## src/rtl/util_cdc_pkg.sv

```systemverilog
// Shared definitions for the CDC-channel arbiter: FSM state encoding and the
// round-robin search used by util_rr_arb.
package util_cdc_pkg;

  // state      | meaning
  // ST_IDLE    | no transfer; arbitrate when no stale ack and no done pulse
  // ST_SEND    | ch_send high, waiting for ch_rcv to rise
  // ST_RELEASE | ch_send low, waiting for ch_rcv to fall
  typedef enum logic [1:0] {
    ST_IDLE    = 2'd0,
    ST_SEND    = 2'd1,
    ST_RELEASE = 2'd2
  } arb_state_e;

  localparam int RR_MAX_REQ = 16;

  // Returns the first requester at or after (last+1) mod num that is valid,
  // or -1 when nothing is requesting. last is always below num.
  function automatic int rr_search(input logic [RR_MAX_REQ-1:0] req,
                                   input int last, input int num);
    int pick;
    int idx;
    pick = -1;
    for (int k = 1; k <= RR_MAX_REQ; k++) begin
      idx = last + k;
      if (idx >= num) idx = idx - num;
      if (pick < 0 && k <= num && idx >= 0 && idx < RR_MAX_REQ) begin
        if (req[4'(idx)]) pick = idx;
      end
    end
    return pick;
  endfunction

endpackage

```

## src/rtl/util_rr_arb.sv

```systemverilog
// Round-robin pick: request vector + previous winner -> one-hot grant,
// binary index and an any-request flag. Purely combinational.
module util_rr_arb
  import util_cdc_pkg::*;
#(
  parameter int NUM_REQ  = 4,
  parameter int ID_WIDTH = 4
) (
  input  logic [NUM_REQ-1:0]  req,
  input  logic [ID_WIDTH-1:0] last_grant,
  output logic [NUM_REQ-1:0]  grant_oh,
  output logic [ID_WIDTH-1:0] grant_idx,
  output logic                any_valid
);

  logic [RR_MAX_REQ-1:0] req_pad;
  int                    pick;

  // Widen the request vector to the fixed width the package search expects
  always_comb begin
    req_pad = '0;
    req_pad[NUM_REQ-1:0] = req;
  end

  // Search from the requester after the previous winner and encode the result
  always_comb begin
    pick      = rr_search(req_pad, int'(last_grant), NUM_REQ);
    any_valid = |req;
    grant_oh  = '0;
    grant_idx = '0;
    if (pick >= 0) begin
      grant_oh[pick] = 1'b1;
      grant_idx      = ID_WIDTH'(pick);
    end
  end

endmodule

```

## src/rtl/util_cdc_arb.sv

```systemverilog
// Arbitrates NUM_REQ requesters onto one 4-phase CDC handshake channel.
// ch_rcv arrives already synchronised; no synchroniser lives in here.
module util_cdc_arb
  import util_cdc_pkg::*;
#(
  parameter int NUM_REQ    = 4,
  parameter int DATA_WIDTH = 32,
  parameter int ID_WIDTH   = 4
) (
  input  logic                          clk,
  input  logic                          rstn,
  input  logic [NUM_REQ-1:0]            req_valid,
  input  logic [NUM_REQ*DATA_WIDTH-1:0] req_data,
  output logic [NUM_REQ-1:0]            req_ready,
  output logic                          ch_send,
  output logic [DATA_WIDTH-1:0]         ch_data,
  output logic [ID_WIDTH-1:0]           ch_id,
  input  logic                          ch_rcv,
  output logic                          busy,
  output logic                          done,
  output logic [ID_WIDTH-1:0]           done_id,
  output logic [15:0]                   xfer_cnt
);

  arb_state_e              state_q, state_d;
  logic [ID_WIDTH-1:0]     last_grant_q, last_grant_d;
  logic [ID_WIDTH-1:0]     ch_id_q, ch_id_d;
  logic [DATA_WIDTH-1:0]   ch_data_q, ch_data_d;
  logic                    done_q, done_d;
  logic [ID_WIDTH-1:0]     done_id_q, done_id_d;
  logic [15:0]             xfer_cnt_q, xfer_cnt_d;

  logic [NUM_REQ-1:0]      grant_oh;
  logic [ID_WIDTH-1:0]     grant_idx;
  logic                    any_valid;
  logic                    grant_en;
  logic [DATA_WIDTH-1:0]   grant_data;

  util_rr_arb #(
    .NUM_REQ  (NUM_REQ),
    .ID_WIDTH (ID_WIDTH)
  ) u_rr_arb (
    .req        (req_valid),
    .last_grant (last_grant_q),
    .grant_oh   (grant_oh),
    .grant_idx  (grant_idx),
    .any_valid  (any_valid)
  );

  // A grant needs an idle channel: no stale ack and not the done cycle
  always_comb begin
    grant_en = (state_q == ST_IDLE) && any_valid && !ch_rcv && !done_q;
  end

  // Mux the winner's payload out of the flattened request bus
  always_comb begin
    grant_data = '0;
    for (int i = 0; i < NUM_REQ; i++) begin
      if (grant_oh[i]) grant_data = req_data[i*DATA_WIDTH +: DATA_WIDTH];
    end
  end

  // State and datapath registers; reset abandons any transfer in flight
  always_ff @(posedge clk or negedge rstn) begin
    if (!rstn) begin
      state_q      <= ST_IDLE;
      last_grant_q <= ID_WIDTH'(NUM_REQ - 1);
      ch_id_q      <= '0;
      ch_data_q    <= '0;
      done_q       <= 1'b0;
      done_id_q    <= '0;
      xfer_cnt_q   <= '0;
    end else begin
      state_q      <= state_d;
      last_grant_q <= last_grant_d;
      ch_id_q      <= ch_id_d;
      ch_data_q    <= ch_data_d;
      done_q       <= done_d;
      done_id_q    <= done_id_d;
      xfer_cnt_q   <= xfer_cnt_d;
    end
  end

  // Next-state: walk the 4-phase handshake
  always_comb begin
    state_d = state_q;
    unique case (state_q)
      ST_IDLE:    if (grant_en) state_d = ST_SEND;
      ST_SEND:    if (ch_rcv)   state_d = ST_RELEASE;
      ST_RELEASE: if (!ch_rcv)  state_d = ST_IDLE;
      default:                  state_d = ST_IDLE;
    endcase
  end

  // Datapath next values: capture on grant, count and pulse on completion
  always_comb begin
    last_grant_d = last_grant_q;
    ch_id_d      = ch_id_q;
    ch_data_d    = ch_data_q;
    if (grant_en) begin
      last_grant_d = grant_idx;
      ch_id_d      = grant_idx;
      ch_data_d    = grant_data;
    end
    done_d     = (state_q == ST_RELEASE) && !ch_rcv;
    done_id_d  = done_d ? ch_id_q : done_id_q;
    xfer_cnt_d = xfer_cnt_q + 16'(done_d);
  end

  // Outputs; req_ready is forced low while reset is held
  always_comb begin
    req_ready = (grant_en && rstn) ? grant_oh : '0;
    ch_send   = (state_q == ST_SEND);
    busy      = (state_q != ST_IDLE);
    ch_data   = ch_data_q;
    ch_id     = ch_id_q;
    done      = done_q;
    done_id   = done_id_q;
    xfer_cnt  = xfer_cnt_q;
  end

endmodule

```

## config.mk

```make
export PLATFORM = sky130hd
export DESIGN_NAME = util_cdc_arb
export DESIGN_NICKNAME = d
export VERILOG_FILES = /design/src/rtl/util_cdc_pkg.sv /design/src/rtl/util_rr_arb.sv /design/src/rtl/util_cdc_arb.sv
export SDC_FILE = /design/constraint.sdc
export NUM_CORES = 1
export LEC_CHECK = 0
export ABC_CLOCK_PERIOD_IN_PS = 4330
export BUFFER_PORTS_ARGS = -buffer_cell sky130_fd_sc_hd__buf_2
export CORE_ASPECT_RATIO = 0.75
export CORE_MARGIN = 5
export CORE_UTILIZATION = 43
export DETAILED_ROUTE_END_ITERATION = 6
export PLACE_DENSITY = 0.74
export SLEW_MARGIN = 20
export SYNTH_ARGS = -nofsm -noshare
export SYNTH_HDL_FRONTEND = slang
export SYNTH_SLANG_ARGS = --single-unit
```

## constraint.sdc

```tcl
create_clock -name clk -period 4.33 [get_ports clk]
set_input_delay 0.866 -clock clk [delete_from_list [all_inputs] [get_ports clk]]
set_output_delay 0.866 -clock clk [all_outputs]
set_load 0.01 [all_outputs]
```

==> results.ini, run 1 <==
[synth]
ys_ff_latch = 61
synth_top_area_cell = dfrtp_1
avgSynthCellArea_um2 = 10.4
synth_top_cell_area_share_pct = 34.8
synthTopCellsByArea = dfrtp_1 (35%), mux2i_1 (9.2%), ha_1 (5.9%)
ys_types = 60
syn_area_um2 = 4240
yosys_warnings = 0
syn_nets = 565
seq_area_frac_synth_pct = 36.0
async_flop_share_pct = 100
syn_inst = 410
synth_ff_type = dfrtp_1
synth_edf_count = 0

[global_routing]
grt-ovfl-total = 0
grt_pass1_vias = 4169
track_usage_pct = 21.2
grt_antenna_before_repair = 0
use_met1_pct = 26.9
grt_util_met2_pct = 36.2
grt_max_degree = 65
busiest_layer = met2
use_met3_pct = 6.05
grt_pass1_wl_um = 20700

[placement]
dpl.cell_count = 724
dp_slack_ns = 0.0816
dp_hpwl_um = 9950
io_buffer_count = 197
gp_congestion = 0.933

[route]
drt-vias-per-instance = 5.47
drcViolationCount = 0
first_pass_iters = 5
wl_per_cell_um = 17.8
drtIter0Drc = 236
vias = 4160
ant_nets = 0
routed_wl_um = 13500

[run]
cap_violations = 0

[clocking]
cts_hold_buf = 0
cts-buffers-inserted = 9
htreeDepth = 3
clk_pin_slew_ns = 0.05
clkLatencyLatePin_ns = 0.33
numClockSinks = 61
cts_tree = yes
clockRootBuffer = clkbuf_16
max-clock-path-buffers = 2

[power_and_ir_drop]
p_leak_nw = 3.15
peakVddDrop_mv = 0.612
internal_power_mw = 2.66
p_clk_share_pct = 16.5
powerDensity_nw_per_um2 = 799
swShare_pct = 44.2
seqPwrFrac_pct = 18.5
combPwrFrac_pct = 65.0
p_sw_mw = 2.10

[timing]
holdWs_ns = 0.449
rsz0062_at_grt = yes
max_slew_margin_pct = 53.9
finalSetupTns_ns = 0
hold_viol = 0
drv_slew = 0
finalCritPeriodShare_pct = 98.6
finalCriticalPeriod_ns = 4.27
fin_ws_ns = 0.0628
setup_viol = 0
worst_clock_skew_ns = 0.00742
tightest_slew_ns = 0.688
max_freq_ghz = 0.234

[worst_setup_path]
cp-end-kind = output pin
reg2reg_depth = 15
crit_arrival_ns = 3.40
crit_fanout = 5
worstSetupPathType = reg -> out
start_kind = register
required_ns = 3.46

[floorplan]
rows = 31
fp.coreArea_um2 = 9660
die_y_um = 96.0
pin_count = 198
dieArea_um2 = 12000
die_w_um = 125
start_util_pct = 43.9

[cells_and_area]
synthToLayoutAreaGrowth_pct = 40.4
final_cells = 761
mostFrequentLayoutCell = buf_2
layout-drive-gt1-share_pct = 47.5
fin_nets = 779
utilization_pct = 61.7
final_cell_mix = buf_2 (197), dfrtp_1 (58), mux2i_1 (39)
antennaDiodeCount = 0
filler_cell_count = 786

[hold_path]
hold_class = in -> async

[status]
outcome = finished clean

[area by class of cell]
| cell class | instances | area, um2 | share of cell area, % |
|---|---|---|---|
| Multi-Input combinational cell | 298 | 2550 | 42.9 |
| Inverter | 22 | 82.6 | 1.39 |
| Timing Repair Buffer | 232 | 1300 | 21.8 |
| Clock inverter | 5 | 83.8 | 1.41 |
| Tap cell | 132 | 165 | 2.77 |
| Clock buffer | 11 | 243 | 4.07 |
| Sequential cell | 61 | 1530 | 25.7 |
[synthesized netlist by cell type, types with 3 or more instances]
master     instances
buf_4             11
xor2_1             5
nand2_1           38
o221ai_2          10
a32oi_1           13
o221ai_1           8
o21ai_1           10
o21ai_0            8
a21oi_1           17
a211o_1            3
nand3_1           14
o2bb2ai_1         13
ha_1              20
nor3_1             3
inv_1             22
buf_2              5
xnor2_1           14
o211a_1           15
buf_6              5
clkbuf_1           7
and2_1             3
mux2i_1           39
dfrtp_1           59
nand2b_1           4
mux2_2             6
nor3b_1            3
nor2_1            11
and3_1             5
[power by group through the flow]
stage               clock network, mW  registers (mW)  logic, mW
global placement                    0           0.876       2.76
finish                          0.786           0.880       3.10
global route                    0.828           0.903       3.35
CTS                             0.802           0.874       2.88
floorplan                           0           0.950       2.09
detailed placement                  0           0.875       2.85
[what timing repair did]
| item | in CTS | in global routing |
|---|---|---|
| buffers inserted | 1 | 20 |
| gates resized for setup | 12 | 15 |
| pin swaps | 3 | 13 |
| setup endpoints to repair | 4 | 4 |
[critical path: stages (launching register included)]
cell and delay [ns]:
dfstp_2 0.55, inv_2 0.08, ha_1 0.20, a21oi_2 0.18
xnor2_2 0.12, ha_1 0.21, ha_1 0.25, nor3b_2 0.16
and3_4 0.17, a211oi_4 0.24, buf_4 0.17, nand2_2 0.05
a311o_1 0.34, nor3_4 0.19, buf_2 0.15
[per-stage QoR]
stage | power, mW | cell area [um2]
after detailed placement | 3.72 | 5340
after global routing | 5.08 | 5960
after floorplan | 3.04 | 4250
final | 4.76 | 5960
after global placement | 3.63 | 5340
after CTS | 4.56 | 5740
[logic make-up (layout without fill, tap and decap cells)]
group                    count (synthesis)  in the layout  share of synthesized area (%)
AO/OA/AOI/OAI                          117            117                           24.0
flip-flops                              61             61                           36.0
multiplexers                            47             47                           11.9
AND/OR/NAND/NOR                         95             95                           11.6
XOR/XNOR                                19             19                           3.92
adder cells (fa/ha/maj)                 20             20                           5.90
buffers and inverters                   51            270                           6.78
[per-layer routing]
metal / wire length, um / up-vias
li1: - / 1957
met2: 6750 / 170
met4: 153 / 0
met1: 5580 / 2014
met5: 0 / -
met3: 1040 / 19
[final timing paths]
kind	startpoint	endpoint	slack (ns)
worst max-delay path	last_grant_q[1]$_DFFE_PN1P_	req_ready[0]	0.06
worst min-delay path	rstn	ch_data[9]$_DFFE_PN0P_	0.45
worst max register to register	last_grant_q[1]$_DFFE_PN1P_	ch_data[1]$_DFFE_PN0P_	0.65
worst min register to register	ch_data[31]$_DFFE_PN0P_	ch_data[31]$_DFFE_PN0P_	0.48
max in group asynchronous	rstn	last_grant_q[2]$_DFFE_PN0P_	2.89
min in group clk	ch_data[31]$_DFFE_PN0P_	ch_data[31]$_DFFE_PN0P_	0.48
[state kept, by name (all words and copies together) (netlist names)]
signal / count
xfer_cnt: 16
last_grant_q: 4
done_id: 4
ch_id: 2
ch_data: 32
state_q: 2
done: 1
(Power assumes the default switching activity.)
==> run 2: changes to the inputs <==
Settings changed: GPL_TIMING_DRIVEN set to 0.
==> results.ini, run 2 (synthesis results as in run 1) <==
[status]
outcome = finished clean  ; unchanged

[global_routing]
track_usage_pct = 23.1  ; was 21.2%
grt_max_degree = 64  ; was 65
grt_antenna_before_repair = 0  ; unchanged
grt_pass1_vias = 4377  ; was 4,169
grt-ovfl-total = 0  ; unchanged
grt_pass1_wl_um = 22200  ; was 20,700 um

[worst_setup_path]
endpoint = req_ready[0]  ; unchanged
rrSetupSlack_ns = 0.51  ; was 0.65 ns
cp_num_buf_inv = 4  ; was 3
required_ns = 3.46  ; about the same
path_delay_family = compound AO/OA/AOI/OAI gates  ; unchanged
reg2reg_from = last_grant_q[1]$_DFFE_PN1P_  ; unchanged
worstSetupStartpoint = last_grant_q[1]$_DFFE_PN1P_  ; unchanged
path_cells = buf_6 > ha_4 > xor2_2 > inv_1 > ha_2 > ha_4 > o21a_1 > a221oi_4 > buf_6 > nand2_1 > nor3_2 > a211o_1 > nand2_4 > nor3_4 > buf_2  ; was inv_2 > ha_1 > a21oi_2 > xnor2_2 > ha_1 > ha_1 > nor3b_2 > and3_4 > a211oi_4 > buf_4 > nand2_2 > a311o_1 > nor3_4 > buf_2
reg2reg_depth = 18  ; was 15
r2r_end = ch_data[0]$_DFFE_PN0P_  ; was ch_data[1]$_DFFE_PN0P_
worstSetupPathType = reg -> out  ; unchanged
start_kind = register  ; unchanged
crit_arrival_ns = 3.38  ; was 3.40 ns
crit_slowest_cell = dfstp_2  ; unchanged
cp-end-kind = output pin  ; unchanged
cp_num_cells = 15  ; was 14
critPathMaxStageDelay_ns = 0.61  ; was 0.55 ns
crit_fanout = 5  ; unchanged

[cells_and_area]
final_cells = 796  ; was 761
fin_nets = 814  ; was 779
antennaDiodeCount = 0  ; unchanged
multi_input_area_um2 = 2640  ; was 2550 um2
layout-drive-gt1-share_pct = 50.9  ; was 47.5%
filler_cell_count = 780  ; was 786
mostFrequentLayoutCell = buf_2  ; unchanged
seq_area_um2 = 1530  ; about the same
final_cell_mix = buf_2 (200), dfrtp_1 (58), buf_4 (51)  ; was buf_2 (197), dfrtp_1 (58), mux2i_1 (39)
largest_reg_flops = 32  ; unchanged
synthToLayoutAreaGrowth_pct = 47.5  ; was 40.4%
final_cell_area_um2 = 6260  ; was 5960 um2
utilization_pct = 64.8  ; was 61.7%

[route]
drt-vias-per-instance = 5.36  ; was 5.47
ant_nets = 0  ; unchanged
drtIter0Drc = 200  ; was 236
drcViolationCount = 0  ; unchanged
wl_per_cell_um = 18.4  ; was 17.8 um
routed_wl_um = 14700  ; was 13,500 um
first_pass_iters = 4  ; was 5
vias = 4266  ; was 4,160

[clocking]
clk_pin_slew_ns = 0.06  ; was 0.05 ns
cts-buffers-inserted = 9  ; unchanged
clockRootBuffer = clkbuf_16  ; unchanged
max-clock-path-buffers = 2  ; unchanged
htreeDepth = 3  ; unchanged
numClockSinks = 61  ; unchanged
clkLatencyLatePin_ns = 0.32  ; was 0.33 ns
cts_tree = yes  ; unchanged

[timing]
tightest_slew_ns = 1.02  ; was 0.688 ns
max_slew_margin_pct = 31.8  ; was 53.9%
holdWs_ns = 0.477  ; was 0.449 ns
worst_clock_skew_ns = 0.00881  ; was 0.00742 ns
fin_ws_ns = 0.0807  ; was 0.0628 ns
finalCriticalPeriod_ns = 4.25  ; was 4.27 ns
finalSetupTns_ns = 0  ; unchanged
max_freq_ghz = 0.235  ; was 0.234 GHz
setup_viol = 0  ; unchanged
hold_viol = 0  ; unchanged
drv_slew = 0  ; unchanged
finalCritPeriodShare_pct = 98.1  ; was 98.6%

[floorplan]
fp.coreArea_um2 = 9660  ; unchanged
pin_count = 198  ; unchanged
start_util_pct = 43.9  ; unchanged
die_y_um = 96.0  ; unchanged
rows = 31  ; unchanged
die_w_um = 125  ; unchanged
dieArea_um2 = 12000  ; unchanged

[placement]
dp_slack_ns = -0.458  ; was 0.0816 ns
dp_hpwl_um = 10700  ; was 9950 um
io_buffer_count = 197  ; unchanged
dpl.cell_count = 740  ; was 724
placed_area_um2 = 5420  ; was 5340 um2
gp_congestion = 0.857  ; was 0.933

[power_and_ir_drop]
p_clk_share_pct = 13.9  ; was 16.5%
finalPower_mw = 5.31  ; was 4.76 mW
seqPwrFrac_pct = 16.9  ; was 18.5%
peakVddDrop_mv = 0.344  ; was 0.612 mV
internal_power_mw = 2.93  ; was 2.66 mW
p_leak_nw = 3.30  ; was 3.15 nW
powerDensity_nw_per_um2 = 848  ; was 799 nW/um2
p_sw_mw = 2.37  ; was 2.10 mW
combPwrFrac_pct = 69.2  ; was 65.0%
swShare_pct = 44.7  ; was 44.2%

[hold_path]
holdPathStages = 2
hold_class = reg -> reg  ; was in -> async

[run]
cap_violations = 0  ; unchanged

[run 2: cell count changes in the layout (fill, tap and decap cells not counted), sizes merged]
| cell | change |
|---|---|
| buf | +28 |
| clkbuf | +5 |
| inv | +3 |
| bufinv | -1 |
[run 2: layout make-up]
cell class / count / share of cell area [%]
multi-input cells: 298 / 42.2
flip-flops and latches: 61 / 24.4
repair buffers: 243 / 21.3
clock buffers: 9 / 3.60
plain buffers: 24 / 3.06
well taps: 132 / 2.64
inverters: 22 / 1.40
clock inverters: 7 / 1.28
[run 2: timing repair]
action / 4_1_cts / 5_1_grt
hold buffers: 0 / 0
gates resized for setup: 26 / 22
endpoints found under the setup margin: 4 / 4
setup buffers: 21 / 24
pin swaps: 13 / 23
[run 2: power groups by stage]
stage | clock network (mW) | logic, mW | registers [mW]
after floorplan | 0 | 2.09 | 0.950
after global placement | 0 | 2.88 | 0.895
after detailed placement | 0 | 2.97 | 0.897
after CTS | 0.748 | 3.25 | 0.894
after global routing | 0.780 | 3.96 | 0.916
final | 0.735 | 3.67 | 0.897
[run 2: worst min-delay path by stage]
stage	from	endpoint	slack, ns
2_1_floorplan	xfer_cnt[15]$_DFF_PN0_	xfer_cnt[15]$_DFF_PN0_	0.51
3_3_place_gp	xfer_cnt[15]$_DFF_PN0_	xfer_cnt[15]$_DFF_PN0_	0.46
3_5_place_dp	ch_data[28]$_DFFE_PN0P_	ch_data[28]$_DFFE_PN0P_	0.47
4_1_cts	ch_data[28]$_DFFE_PN0P_	ch_data[28]$_DFFE_PN0P_	0.48
5_1_grt	xfer_cnt[15]$_DFF_PN0_	xfer_cnt[15]$_DFF_PN0_	0.50
6_report	ch_data[28]$_DFFE_PN0P_	ch_data[28]$_DFFE_PN0P_	0.48
[run 2: tightest hold or removal path, stage by stage (launching register included)]
cell	delay [ns]
dfrtp_1	0.33
nand2_1	0.05
o221ai_1	0.06
[run 2: routing by layer]
layer  global-route usage, %  part of all wire [%]  routed length [um]  vias to the layer above
li1                        -                     -                   -                     2023
met1                    29.9                    43                6300                     2025
met2                    38.0                    48                6990                      192
met3                    6.32                   7.3                1070                       26
met4                    7.76                   2.0                 297                        0
met5                       0                     0                   0                        -
